$ cat src/rtl/press_pulse_gen.sv
// press_pulse_gen: turns single-cycle request strobes into timed button presses with a queued backlog.
// Define PRESS_PULSE_GEN_COUNT_EN to add the o_press_count completed-press counter.
module press_pulse_gen #(
    parameter int CNT_W  = 32,
    parameter int PEND_W = 4
) (
    input  logic              i_clk,
    input  logic              i_rst,
    input  logic              i_pulse,
    input  logic [CNT_W-1:0]  i_hold_cycles,
    input  logic [CNT_W-1:0]  i_gap_cycles,
    output logic              o_button,
    output logic              o_busy,
    output logic [PEND_W-1:0] o_pending,
    output logic              o_overflow
`ifdef PRESS_PULSE_GEN_COUNT_EN
    ,
    output logic [15:0]       o_press_count
`endif
);
    typedef enum logic [1:0] {IDLE, HOLD, GAP} state_t;
    state_t state_q, state_d;
    logic [CNT_W-1:0] timer_q, timer_d, hold_m1, gap_m1;
    logic [PEND_W-1:0] pend_q, pend_d;
    logic button_q, busy_q, ovf_q, ovf_d;
    logic tz, hold_end, gap_end, start, enq, deq, full;
    // The timer holds the remaining cycles minus one, so a zero duration collapses to one cycle.
    always_comb begin
        hold_m1  = (i_hold_cycles == '0) ? '0 : i_hold_cycles - CNT_W'(1);
        gap_m1   = (i_gap_cycles == '0) ? '0 : i_gap_cycles - CNT_W'(1);
        tz       = (timer_q == '0);
        full     = (pend_q == '1);
        hold_end = (state_q == HOLD) && tz;
        gap_end  = (state_q == GAP) && tz;
        start    = ((state_q == IDLE) && i_pulse) || (gap_end && (i_pulse || (pend_q != '0)));
        enq      = i_pulse && (state_q != IDLE) && !gap_end;
        deq      = gap_end && (pend_q != '0) && !i_pulse;
        pend_d   = (enq && !full) ? pend_q + PEND_W'(1) : deq ? pend_q - PEND_W'(1) : pend_q;
        ovf_d    = enq && full;
        state_d  = start ? HOLD : hold_end ? GAP : gap_end ? IDLE : state_q;
        timer_d  = start ? hold_m1 : hold_end ? gap_m1 : tz ? timer_q : timer_q - CNT_W'(1);
    end
    always_ff @(posedge i_clk or posedge i_rst) begin
        if (i_rst) begin
            state_q  <= IDLE;
            timer_q  <= '0;
            pend_q   <= '0;
            button_q <= 1'b0;
            busy_q   <= 1'b0;
            ovf_q    <= 1'b0;
        end else begin
            state_q  <= state_d;
            timer_q  <= timer_d;
            pend_q   <= pend_d;
            button_q <= (state_d == HOLD);
            busy_q   <= (state_d != IDLE);
            ovf_q    <= ovf_d;
        end
    end
`ifdef PRESS_PULSE_GEN_COUNT_EN
    logic [15:0] count_q;
    always_ff @(posedge i_clk or posedge i_rst) begin
        if (i_rst)
            count_q <= '0;
        else if (hold_end)
            count_q <= count_q + 16'd1;
    end
    assign o_press_count = count_q;
`endif
    assign o_button   = button_q;
    assign o_busy     = busy_q;
    assign o_pending  = pend_q;
    assign o_overflow = ovf_q;
endmodule
$ cat config.mk
export PLATFORM = sky130hd
export DESIGN_NAME = press_pulse_gen
export DESIGN_NICKNAME = d
export VERILOG_FILES = /design/src/rtl/press_pulse_gen.sv
export SDC_FILE = /design/constraint.sdc
export NUM_CORES = 1
export LEC_CHECK = 0
export BUFFER_PORTS_ARGS = -buffer_cell sky130_fd_sc_hd__buf_4
export CAP_MARGIN = 20
export CELL_PAD_IN_SITES_DETAIL_PLACEMENT = 1
export CELL_PAD_IN_SITES_GLOBAL_PLACEMENT = 2
export CORE_MARGIN = 1.5
export CORE_UTILIZATION = 34
export CTS_BUF_LIST = sky130_fd_sc_hd__clkbuf_8
export CTS_CLUSTER_SIZE = 10
export DETAILED_ROUTE_END_ITERATION = 8
export HOLD_SLACK_MARGIN = 0.02
export PLACE_DENSITY = 0.84
export SKIP_LAST_GASP = 1
export SLEW_MARGIN = 20
export SYNTH_ARGS = -nofsm -noshare
export SYNTH_HDL_FRONTEND = slang
export SYNTH_SLANG_ARGS = --single-unit
$ cat constraint.sdc
create_clock -name i_clk -period 4.4 [get_ports i_clk]
set_input_delay 1.32 -clock i_clk [delete_from_list [all_inputs] [get_ports i_clk]]
set_output_delay 1.32 -clock i_clk [all_outputs]
set_load 0.01 [all_outputs]
-- Yosys cells after proc, flatten, opt, wreduce, memory -nomap -nowiden
Index checks and enable logic that the tools add are counted.
- bits in registers: 41
- output and inout port bits: 7
- logic and storage cells: 49
- $add $sub $neg: 5
- equality and inequality tests: 5
- multiplexer cells: 10
- reductions and logical operators: 23
- operators by type and width (operator ; count):
    2-to-1 mux 32 bit ; 5
    zero test 32 bit ; 3
    subtractor 32 x 1 -> 32 bit (second input constant) ; 3
    logical AND 1 bit ; 10
    2-to-1 mux 4 bit ; 2
    2-to-1 mux 2 bit ; 3
    nonzero test 2 bit ; 3
    adder 4 x 1 -> 4 bit (second input constant) ; 1
    == test 2 x 1 -> 1 bit (second input constant) ; 2
    == test 4 bit (second input constant) ; 1
    nonzero test 4 bit ; 1
    subtractor 4 x 1 -> 4 bit (second input constant) ; 1
    zero test 1 bit ; 3
    inequality test 3 x 1 -> 1 bit (second input constant) ; 1
    == test 2 bit (second input constant) ; 1
    zero test 2 bit ; 1
    logical OR 1 bit ; 2

-- Logic depth before layout (Yosys ltp)
Gate-level depths: netlist of the first run.
- depth after elaboration: 6
- gate-level depth with buffers: 14
- gate-level depth less buffers: 13

-- Worst setup path after synthesis of the first run
Ideal clock, no wire load.
- kind: input to register
- start point: input i_hold_cycles[12]
- end point: register timer_q[19]
- library setup time: 0.138 ns
- data arrival time: 3.507 ns
- slack: 0.755 ns
- stages: 7
- buffers on the path: 2
- cells stage by stage: or4_1 nor4_1 nand3_1 o211ai_1 buf_2 buf_1 o22ai_1
- word-level cells in the longest chain between the ends: 3
- elaborated cells between the ends (all ways): 4
- those cells by class: add/sub (1); mux (2); reduce/logical (1)
- RTL lines (item ; line ; RTL):
    start, declared ; 10 ; input logic [CNT_W-1:0] i_hold_cycles,
    subtractor 32 x 1 -> 32 bit or zero test 32 bit (tied branches) ; 29 ; hold_m1 = (i_hold_cycles == '0) ? '0 : i_hold_cycles - CNT_W'(1);
    2-to-1 mux 32 bit * ; 29 ;
    2-to-1 mux 32 bit * ; 41 ; timer_d = start ? hold_m1 : hold_end ? gap_m1 : tz ? timer_q : timer_q - CNT_W'(1);
    end signal, assigned ; 53 ; timer_q <= timer_d;
    end, declared ; 23 ; logic [CNT_W-1:0] timer_q, timer_d, hold_m1, gap_m1;
Mark *: on every way between the ends. The rest lies on a longest branch, timed or not.
A chain may end at the register's enable or synchronous reset.

-- Worst setup path after layout of the first run
- start point: input i_gap_cycles[18]
- end point: register timer_q[25]
- word-level cells in the longest chain between the ends: 4
- elaborated cells between the ends (all ways): 5
- those cells by class: add/sub (1); mux (3); reduce/logical (1)
- RTL lines (item ; line ; RTL):
    start, declared ; 11 ; input logic [CNT_W-1:0] i_gap_cycles,
    subtractor 32 x 1 -> 32 bit or zero test 32 bit (tied branches) ; 30 ; gap_m1 = (i_gap_cycles == '0) ? '0 : i_gap_cycles - CNT_W'(1);
    2-to-1 mux 32 bit * ; 30 ;
    2-to-1 mux 32 bit * (2 in series) ; 41 ;
Marks and branches as above.

==> metrics, run 1 <==
status completed; initial DRC count about 220; Critical Path Sink Type register; most numerous cell on the critical path or4_1; fin util 0.429; Final HPWL DP around 10,000 µm; num rows 38; Final WS setup 0.738 ns; grt ovf 0; die area about 0.012 mm²; Die Y 110 µm; fmax approximately 270 MHz; clk_skew between 0.003 and 0.004 ns; placed cell count 675; critical path arrival ~3.8 ns; most frequent cells in the layout buf_4, xor2_1, dfrtp_1; initial antenna violation count 0; Worst-Margin Slew 1.10 ns; adder-cell share of the synthesized area 0.0276; Min-Delay Path Class register to register; placed cell areas 0.00463 mm²; crit-path max cell delay between 0.7 and 0.8 ns; gr usage total 0.235; Fin. Hold Viols 0; synth unique cells 65; core box area about 0.011 mm²; area delta synth->final 21.1%; die width about 110 µm; first-pass GRT wire length ~22,000 µm; worst r2r path cells 11; Simple-Gate Fraction of Synth Area 0.309; Top Ports between 70 and 80; global placer's final weighted congestion between 0.8 and 0.9; post-CTS sizing 0; synthesized area ~0.0039 mm²; hold path depth 1; CTS tree yes; Final Setup Violations 0; Diodes inserted 0; CTS Root Cell clkbuf_8; # fillers 1,333; latest clock arrival within the worst-skew pair approximately 0.3 ns; Hold Path End o_pending[3]$_DFFE_PP0P_; Hold Crit Start o_pending[3]$_DFFE_PP0P_; Final Instance Area 0.00472 mm²; Layout Cells excl Fill roughly 700; peak supply drop 163 µV; Lkg Pwr ~1.8 nW; Req. time, crit path approximately 4.5 ns; Residual DRC 0; Max clock buf depth 2; worst-path cell chain buf_4, or4_1, or4_1, nor3_1, nor3_4, a221oi_1, o22ai_1; kind of critical path input port to register; Final Max Slew Viols 0; Final nets around 620; clk sinks 41; largest family of logic cells by synthesized area simple AND/OR/NAND/NOR gates; max cap viols 0; vias about 4,000; # hold bufs at CTS 0; max_slew headroom 0.266; multiplexer share of the synthesized area 0.0157; RSZ-0062 raised after global routing no; Pre-antenna DRT Iters 4; pre-CTS WS roughly 0.43 ns; initial core utilization 0.355; CP max FO 23; clk slew on worst S/H paths roughly 0.090 ns; Total Routed Length 13,600 µm; Primary FF master, synth dfrtp_1; Yosys reg bits 41; wire per inst between 15 and 20 µm; Num CTS Buffers 5; DR vias/cell about 5.9; post-synthesis compound-gate area fraction 0.174; Critical-path top delay cell or4_1; asr flop ratio synth 1.00; post-synthesis sequential area ratio 0.263; H-Tree Depth 2; vias in the first global route roughly 4,200; Tcrit/Tclk final 0.832; Mapped Nets 545; Post-Synth XOR/XNOR Area 0.173; Synth warnings 0; IO Port Bufs 73; RR Startpoint timer_q[18]$_DFFE_PP0P_; most common cell after layout, fill and taps aside buf_4; startpoint type of the worst setup path input port; average cell area after synthesis about 8.3 µm²; Pwr per Cell Area about 210 mW/mm²; Post-synth EDFFs 0; Fin Setup TNS 0 ns; layout cells sized above 1 0.208; Mapped Cells 470; ANT nets after route 0; reg-to-reg slack, setup between 0.7 and 0.8 ns; minimum clock period between 3 and 4 ns; largest net degree at the start of global routing 42; postcts setup bufs 0; R2R Path End o_pending[3]$_DFFE_PP0P_
==> per-layer routing <==
layer,routed length [µm],share of wire,track usage
met5,0,0,0
met4,110,0.0081,0.0353
met3,401,0.030,0.0276
met2,6740,0.50,0.424
met1,6330,0.47,0.305
==> worst max-delay path, delay by kind of cell <==
family	cells	cell delay (ns)
buf+inv	1	0.11
simple gates	4	1.94
compound gates	2	0.43
==> state kept, by name, summed over array words and instances, names as in the netlist <==
register and count:
timer_q 32, o_busy 1, state_q 2, o_button 1, o_pending 4, o_overflow 1
==> per-stage QoR <==
step | hold WS, ns | total power [mW]
global placement | 0.501 | 0.716
floorplan | 0.532 | 0.589
CTS | 0.537 | 0.997
finish | 0.543 | 0.990
detailed placement | 0.532 | 0.734
global route | 0.566 | 1.05
==> how the worst max path moves through the flow <==
stage / start / end / slack [ns] / depth (start not counted)
CTS: i_gap_cycles[18] / timer_q[31]$_DFFE_PP0P_ / 0.76 / 7
finish: i_gap_cycles[18] / timer_q[25]$_DFFE_PP0P_ / 0.74 / 7
detailed placement: i_gap_cycles[18] / timer_q[31]$_DFFE_PP0P_ / 0.43 / 7
floorplan: i_hold_cycles[12] / timer_q[19]$_DFFE_PP0P_ / 0.75 / 7
global placement: i_gap_cycles[18] / timer_q[25]$_DFFE_PP0P_ / 0.51 / 7
global route: i_gap_cycles[18] / timer_q[25]$_DFFE_PP0P_ / 0.60 / 7
==> final cells by class <==
class	instances	area, µm²	share of cell area
timing repair buffer	86	658	0.140
inverter	10	37.5	0.00796
clock inverter	1	3.75	0.000796
multi-input combinational	398	2730	0.579
tap	140	175	0.0371
sequential	41	1030	0.218
clock buffer	6	82.6	0.0175
==> cell usage after synthesis (7+ instances only) <==
master | count | area share
xnor2_1 | 27 | 0.061
nor4_1 | 21 | 0.034
or4_1 | 14 | 0.027
a21oi_1 | 8 | 0.010
o22ai_1 | 19 | 0.031
clkbuf_1 | 10 | 0.0096
a22oi_1 | 17 | 0.033
o21ai_0 | 12 | 0.015
ha_1 | 7 | 0.022
buf_2 | 7 | 0.0090
or3_1 | 9 | 0.014
inv_1 | 10 | 0.0096
xor2_1 | 50 | 0.11
nor2_1 | 36 | 0.035
nand2_1 | 32 | 0.031
nor3_1 | 35 | 0.045
nand3_1 | 16 | 0.021
dfrtp_1 | 41 | 0.26
==> logic make-up (layout without fill, tap and decap cells) <==
logic type | Yosys count | count (layout)
adder cells (fa/ha/maj) | 8 | 8
AO/OA/AOI/OAI | 94 | 94
AND/OR/NAND/NOR | 214 | 214
XOR/XNOR | 77 | 77
multiplexers | 5 | 5
buffers and inverters | 31 | 103
flip-flops | 41 | 41
==> report_power, final <==
group	switching [mW]	internal, mW
registers	0.0387	0.403
clock network	0.145	0.123
logic	0.128	0.153
total	0.311	0.679
No activity file was read; power rests on OpenSTA's default activity.
==> inputs of run 2 (changes only) <==
clock period = 3.6 ns   (was 4.4 ns; I/O delays follow)
==> run 2 against run 1 <==
Via count about the same; sequential power increased by 22%; clock skew increased by 0.010 ns; design area increased by 3.0%; core utilization increased by 1.3 points; critical path depth increased by 4; combinational power increased by 27%.
==> metrics, run 2 (same netlist as run 1, synthesis figures left out) <==
Final HPWL DP 10,800 µm; latest clock arrival within the worst-skew pair roughly 0.3 ns; core box area around 0.011 mm²; max FFs per register 32; hold path depth 1; crit-path max cell delay about 0.57 ns; initial core utilization 0.355; Num CTS Buffers 5; most common cell after layout, fill and taps aside buf_4; Critical-path top delay cell or4_4; most frequent cells in the layout buf_4, xor2_1, dfrtp_1; area delta synth->final 24.8%; CP max FO 5; minimum clock period between 3 and 4 ns; vias in the first global route roughly 4,300; Residual DRC 0; Pre-antenna DRT Iters 4; critical path arrival 3.65 ns; Final nets around 630; CTS tree yes; max cap viols 0; IO Port Bufs between 70 and 80; Die Y around 110 µm; RR Startpoint timer_q[18]$_DFFE_PP0P_; kind of critical path register to register; num rows 38; first-pass GRT wire length 22,300 µm; fin util 0.442; worst-path cell chain or4_4, or4_4, or4_4, a21oi_4, or2_2, ha_1, a21o_1, a21oi_2, nand3_1, o31ai_1, xor2_1; Final Max Slew Viols 0; Diodes inserted 0; Layout Cells excl Fill roughly 700; clk sinks 41; # fillers 1,346; Top Ports 74; initial antenna violation count 0; ANT nets after route 0; clk_skew 0.0133 ns; most numerous cell on the critical path or4_4; hold_ws between 0.5 and 0.6 ns; Critical Path Sink Type register; peak supply drop between 200 and 250 µV; die area between 0.01 and 0.015 mm²; largest net degree at the start of global routing 42; Critical path origin timer_q[18]$_DFFE_PP0P_; gr usage total 0.241; Fin. Hold Viols 0; Req. time, crit path about 3.8 ns; DR vias/cell 5.73; layout cells sized above 1 0.238; CTS Root Cell clkbuf_8; Worst-Margin Slew between 0.6 and 0.7 ns; Crit. path cell count 11; vias between 4,000 and 5,000; Total Power between 1 and 1.5 mW; status completed; Min-Delay Path Class register to register; Multi-input gate area around 0.0027 mm²; Tcrit/Tclk final 0.953; worst r2r path cells 11; Largest Register timer_q; H-Tree Depth 2; Total Routed Length 13,700 µm; Pwr per Cell Area about 270 mW/mm²; wire per inst just under 20 µm; clk slew on worst S/H paths 0.09 ns; crit-path leading delay family simple AND/OR/NAND/NOR gates; placed cell count between 600 and 700; Final Setup Violations 0; CP bufs+invs 0; initial DRC count about 210; startpoint type of the worst setup path register; Lkg Pwr roughly 1.9 nW; max_slew headroom 0.537; global placer's final weighted congestion about 0.85; Hold Crit Start o_pending[3]$_DFFE_PP0P_; fmax around 300 MHz; Max clock buf depth 2; # hold bufs at CTS 0; grt ovf 0; die width between 100 and 150 µm; register area just over 0.001 mm²
run 2: final timing paths:
check | end | slack (ns)
setup / recovery | o_pending[3]$_DFFE_PP0P_ | 0.17
hold / removal | o_pending[3]$_DFFE_PP0P_ | 0.56
setup reg to reg | o_pending[3]$_DFFE_PP0P_ | 0.17
hold reg to reg | o_pending[3]$_DFFE_PP0P_ | 0.56
max in group asynchronous | timer_q[18]$_DFFE_PP0P_ | 2.25
min in group asynchronous | timer_q[6]$_DFFE_PP0P_ | 0.93
run 2: per-stage QoR:
stage / TNS (ns) / setup slack [ns] / cell area [µm²]
floorplan: 0 / 0.154 / 3890
global placement: 0 / 0.174 / 4720
detailed placement: 0 / 0.0923 / 4720
CTS: 0 / 0.0623 / 4840
global route: -0.00158 / -0.00158 / 4860
finish: 0 / 0.169 / 4860
run 2: report_power, final:
group	internal, mW	total, mW	switching, mW
Sequential	0.493	0.540	0.0472
Clock	0.224	0.394	0.170
Combinational	0.192	0.356	0.164
run 2: final cells by class:
class                           count  area share
Clock inverter                      2     0.00695
Clock buffer                        6      0.0170
Timing Repair Buffer              102       0.158
Tap cell                          140      0.0361
Inverter                           10     0.00773
Sequential cell                    41       0.211
Multi-Input combinational cell    398       0.563
run 2: per-layer routing:
layer | GRT usage | routed length [µm] | up-vias
met3 | 0.0323 | 443 | 11
met4 | 0.0473 | 133 | 0
li1 | - | - | 1928
met2 | 0.429 | 6990 | 74
met5 | 0 | 0 | -
met1 | 0.311 | 6160 | 1989
run 2: what timing repair did:
| action | in CTS | in global routing |
|---|---|---|
| hold endpoints to repair | 0 | 0 |
| resized for setup | 0 | 3 |
| endpoints found under the setup margin | 0 | 1 |
| setup buffers | 0 | 1 |
==> inputs of run 3 (changes only) <==
ABC_AREA = 1   (was default)
CORE_UTILIZATION = 31   (was 34)
REMOVE_ABC_BUFFERS = 1   (was default)
==> run 3 against run 2 <==
Register-to-register slack improved by 0.70 ns; clock power shrank 15%; highest routed layer unchanged; hold slack worse by 0.021 ns; largest cell class unchanged; final cell count is 65% higher; sequential share of layout area is 3.7 points lower; routed wire length grew 36%; largest power group is now combinational logic; clock-buffer cell count unchanged; synthesized cell count grew 85%; non-clock buffer count down 22; total power is 91% higher; fmax is 26% higher.
==> metrics, run 3 <==
worst r2r path cells 15; startpoint type of the worst setup path register; Post-synth EDFFs 0; hold_ws between 0.5 and 0.6 ns; post-synthesis compound-gate area fraction 0.0758; largest family of logic cells by synthesized area simple AND/OR/NAND/NOR gates; Final nets around 1,000; adder-cell share of the synthesized area 0.0213; average cell area after synthesis 5.82 µm²; core box area roughly 0.016 mm²; RR Startpoint timer_q[0]$_DFFE_PP0P_; Top Ports 74; latest clock arrival within the worst-skew pair ~0.3 ns; pre-CTS WS 0.607 ns; Synth warnings 0; fin util 0.370; Req. time, crit path 3.79 ns; worst-path cell chain inv_1, ha_1, nand2_1, nor2_1, nand2_2, nor2_4, o21ai_1, nand3_1, ha_1, nand2_1, nand2_1, a31oi_1, o21ai_0, nand3_1, nand2_1; Die Y between 100 and 150 µm; most frequent cells in the layout nand2_1, nor2_1, buf_4; max_slew headroom 0.575; layout cells sized above 1 0.144; Final Max Slew Viols 0; Post-synth top cells nand2_1, nor2_1, nand3_1, inv_1, dfrtp_1; initial core utilization 0.318; post-CTS sizing 0; hold path depth 2; top-count cell post-synth nand2_1; Total Power between 2 and 2.5 mW; initial antenna violation count 0; gr usage total 0.229; Pre-antenna DRT Iters 4; DR vias/cell 4.84; largest net degree at the start of global routing 42; Hold Path End o_pending[3]$_DFFE_PP0P_; Critical Path Sink Type register; CTS Root Cell clkbuf_8; CTS tree yes; ANT nets after route 0; synth top area cells nand2_1, dfrtp_1, nor2_1; clk sinks between 40 and 50; clk slew on worst S/H paths around 0.090 ns; Fin. Hold Viols 0; placed cell areas just under 0.006 mm²; postcts setup bufs 0; critical path arrival approximately 2.9 ns; crit-path max cell delay 0.42 ns; multiplexer share of the synthesized area 0; Simple-Gate Fraction of Synth Area 0.509; area delta synth->final 16.4%; Largest Register timer_q; RSZ-0062 raised after global routing no; Critical-path top delay cell dfrtp_1; Num CTS Buffers 5; most numerous cell on the critical path nand2_1; vias in the first global route slightly below 6,000; wire per inst between 15 and 20 µm; Final Setup Violations 0; minimum clock period 2.73 ns; R2R Path End o_pending[3]$_DFFE_PP0P_; max cap viols 0; Fin Setup TNS 0 ns; Hold Crit Start o_pending[3]$_DFFE_PP0P_; Tcrit/Tclk final 0.758; IO Port Bufs 73; die area roughly 0.017 mm²; # fillers between 2,000 and 2,500; max FFs per register 32; asr flop ratio synth 1.00; post-synthesis sequential area ratio 0.203; reg-to-reg slack, setup roughly 0.87 ns; Final Instance Area 0.00588 mm²; kind of critical path register to register; top cell type's share of synthesized area 0.210; Synth area leader nand2_1; Multi-input gate area between 0.003 and 0.004 mm²; most common cell after layout, fill and taps aside nand2_1; grt ovf 0; initial DRC count approximately 280; Primary FF master, synth dfrtp_1; Final WS setup a little under 0.9 ns; Diodes inserted 0; Post-Synth XOR/XNOR Area 0.113; Layout Cells excl Fill between 1,000 and 1,500; die width 131 µm; Worst-Margin Slew approximately 0.64 ns; Max clock buf depth 2; H-Tree Depth 2; global placer's final weighted congestion 0.867; CP max FO 6; fmax ~370 MHz; register area between 0.001 and 0.0015 mm²; Yosys reg bits 41; Min-Delay Path Class register to register; # hold bufs at CTS 0; first-pass GRT wire length ~30,000 µm; Mapped Cells 868; Residual DRC 0; placed cell count between 1,000 and 1,500; num rows 46; vias between 5,000 and 6,000; synthesized area just over 0.005 mm²; status completed; peak supply drop 175 µV; Pwr per Cell Area 419 mW/mm²; Total Routed Length roughly 19,000 µm; Final HPWL DP 15,400 µm; synth unique cells 34; clk_skew just under 0.008 ns; Lkg Pwr 2.61 nW
run 3: cell count changes after synthesis, sizes merged, moves of 17 or more:
| cell | before | now |
|---|---|---|
| a21oi | 11 | 33 |
| a22oi | 17 | 0 |
| inv | 10 | 69 |
| nand2 | 32 | 288 |
| nand3 | 16 | 72 |
| nor2 | 36 | 209 |
| nor3 | 36 | 9 |
| nor4 | 22 | 0 |
| o22ai | 19 | 0 |
| or4 | 17 | 0 |
run 3: power breakdown:
part | switching, mW | internal (mW) | total, mW
clock | 0.178 | 0.156 | 0.334
combinational | 0.771 | 0.512 | 1.28
sequential | 0.214 | 0.633 | 0.847
run 3: final cells by class:
| type | count | area share |
|---|---|---|
| multi-input cells | 740 | 0.617 |
| flip-flops and latches | 41 | 0.174 |
| repair buffers | 80 | 0.102 |
| well taps | 216 | 0.0459 |
| inverters | 69 | 0.0440 |
| clock buffers | 6 | 0.0140 |
| clock inverters | 2 | 0.00234 |
run 3: how the worst max path moves through the flow:
stage                     depth (start not counted)                  endpoint                   start  slack (ns)
after floorplan                                  10    timer_q[0]$_DFFE_PP0P_        i_hold_cycles[8]        0.63
after global placement                           13    timer_q[0]$_DFFE_PP0P_         i_gap_cycles[0]        0.65
after detailed placement                         13    timer_q[0]$_DFFE_PP0P_         i_gap_cycles[0]        0.61
after CTS                                        15  o_pending[3]$_DFFE_PP0P_  timer_q[0]$_DFFE_PP0P_        0.86
after global routing                             15  o_pending[3]$_DFFE_PP0P_  timer_q[0]$_DFFE_PP0P_        0.59
final                                            15  o_pending[3]$_DFFE_PP0P_  timer_q[0]$_DFFE_PP0P_        0.87
run 3: worst max-delay path, delay by kind of cell, from the launching register on:
| kind | cells | cell delay (ns) |
|---|---|---|
| DFF | 1 | 0.42 |
| AOI/OAI and AO/OA | 3 | 0.48 |
| adders and majority gates | 2 | 0.58 |
| buffers and inverters | 1 | 0.18 |
| and+or+nand+nor | 9 | 0.99 |
run 3: logic make-up after synthesis:
kind of cell	count (synthesis)
simple gates	605
xor+xnor	65
buf+inv	87
flops	41
fa+ha+maj	8
compound gates	62
run 3: per-layer routing:
layer | track usage | wire length (µm) | vias to the layer above
met5 | 0 | 0 | -
met4 | 0.0136 | 43 | 0
met3 | 0.0122 | 730 | 2
met2 | 0.412 | 9000 | 95
met1 | 0.318 | 8860 | 2617
li1 | - | - | 2869
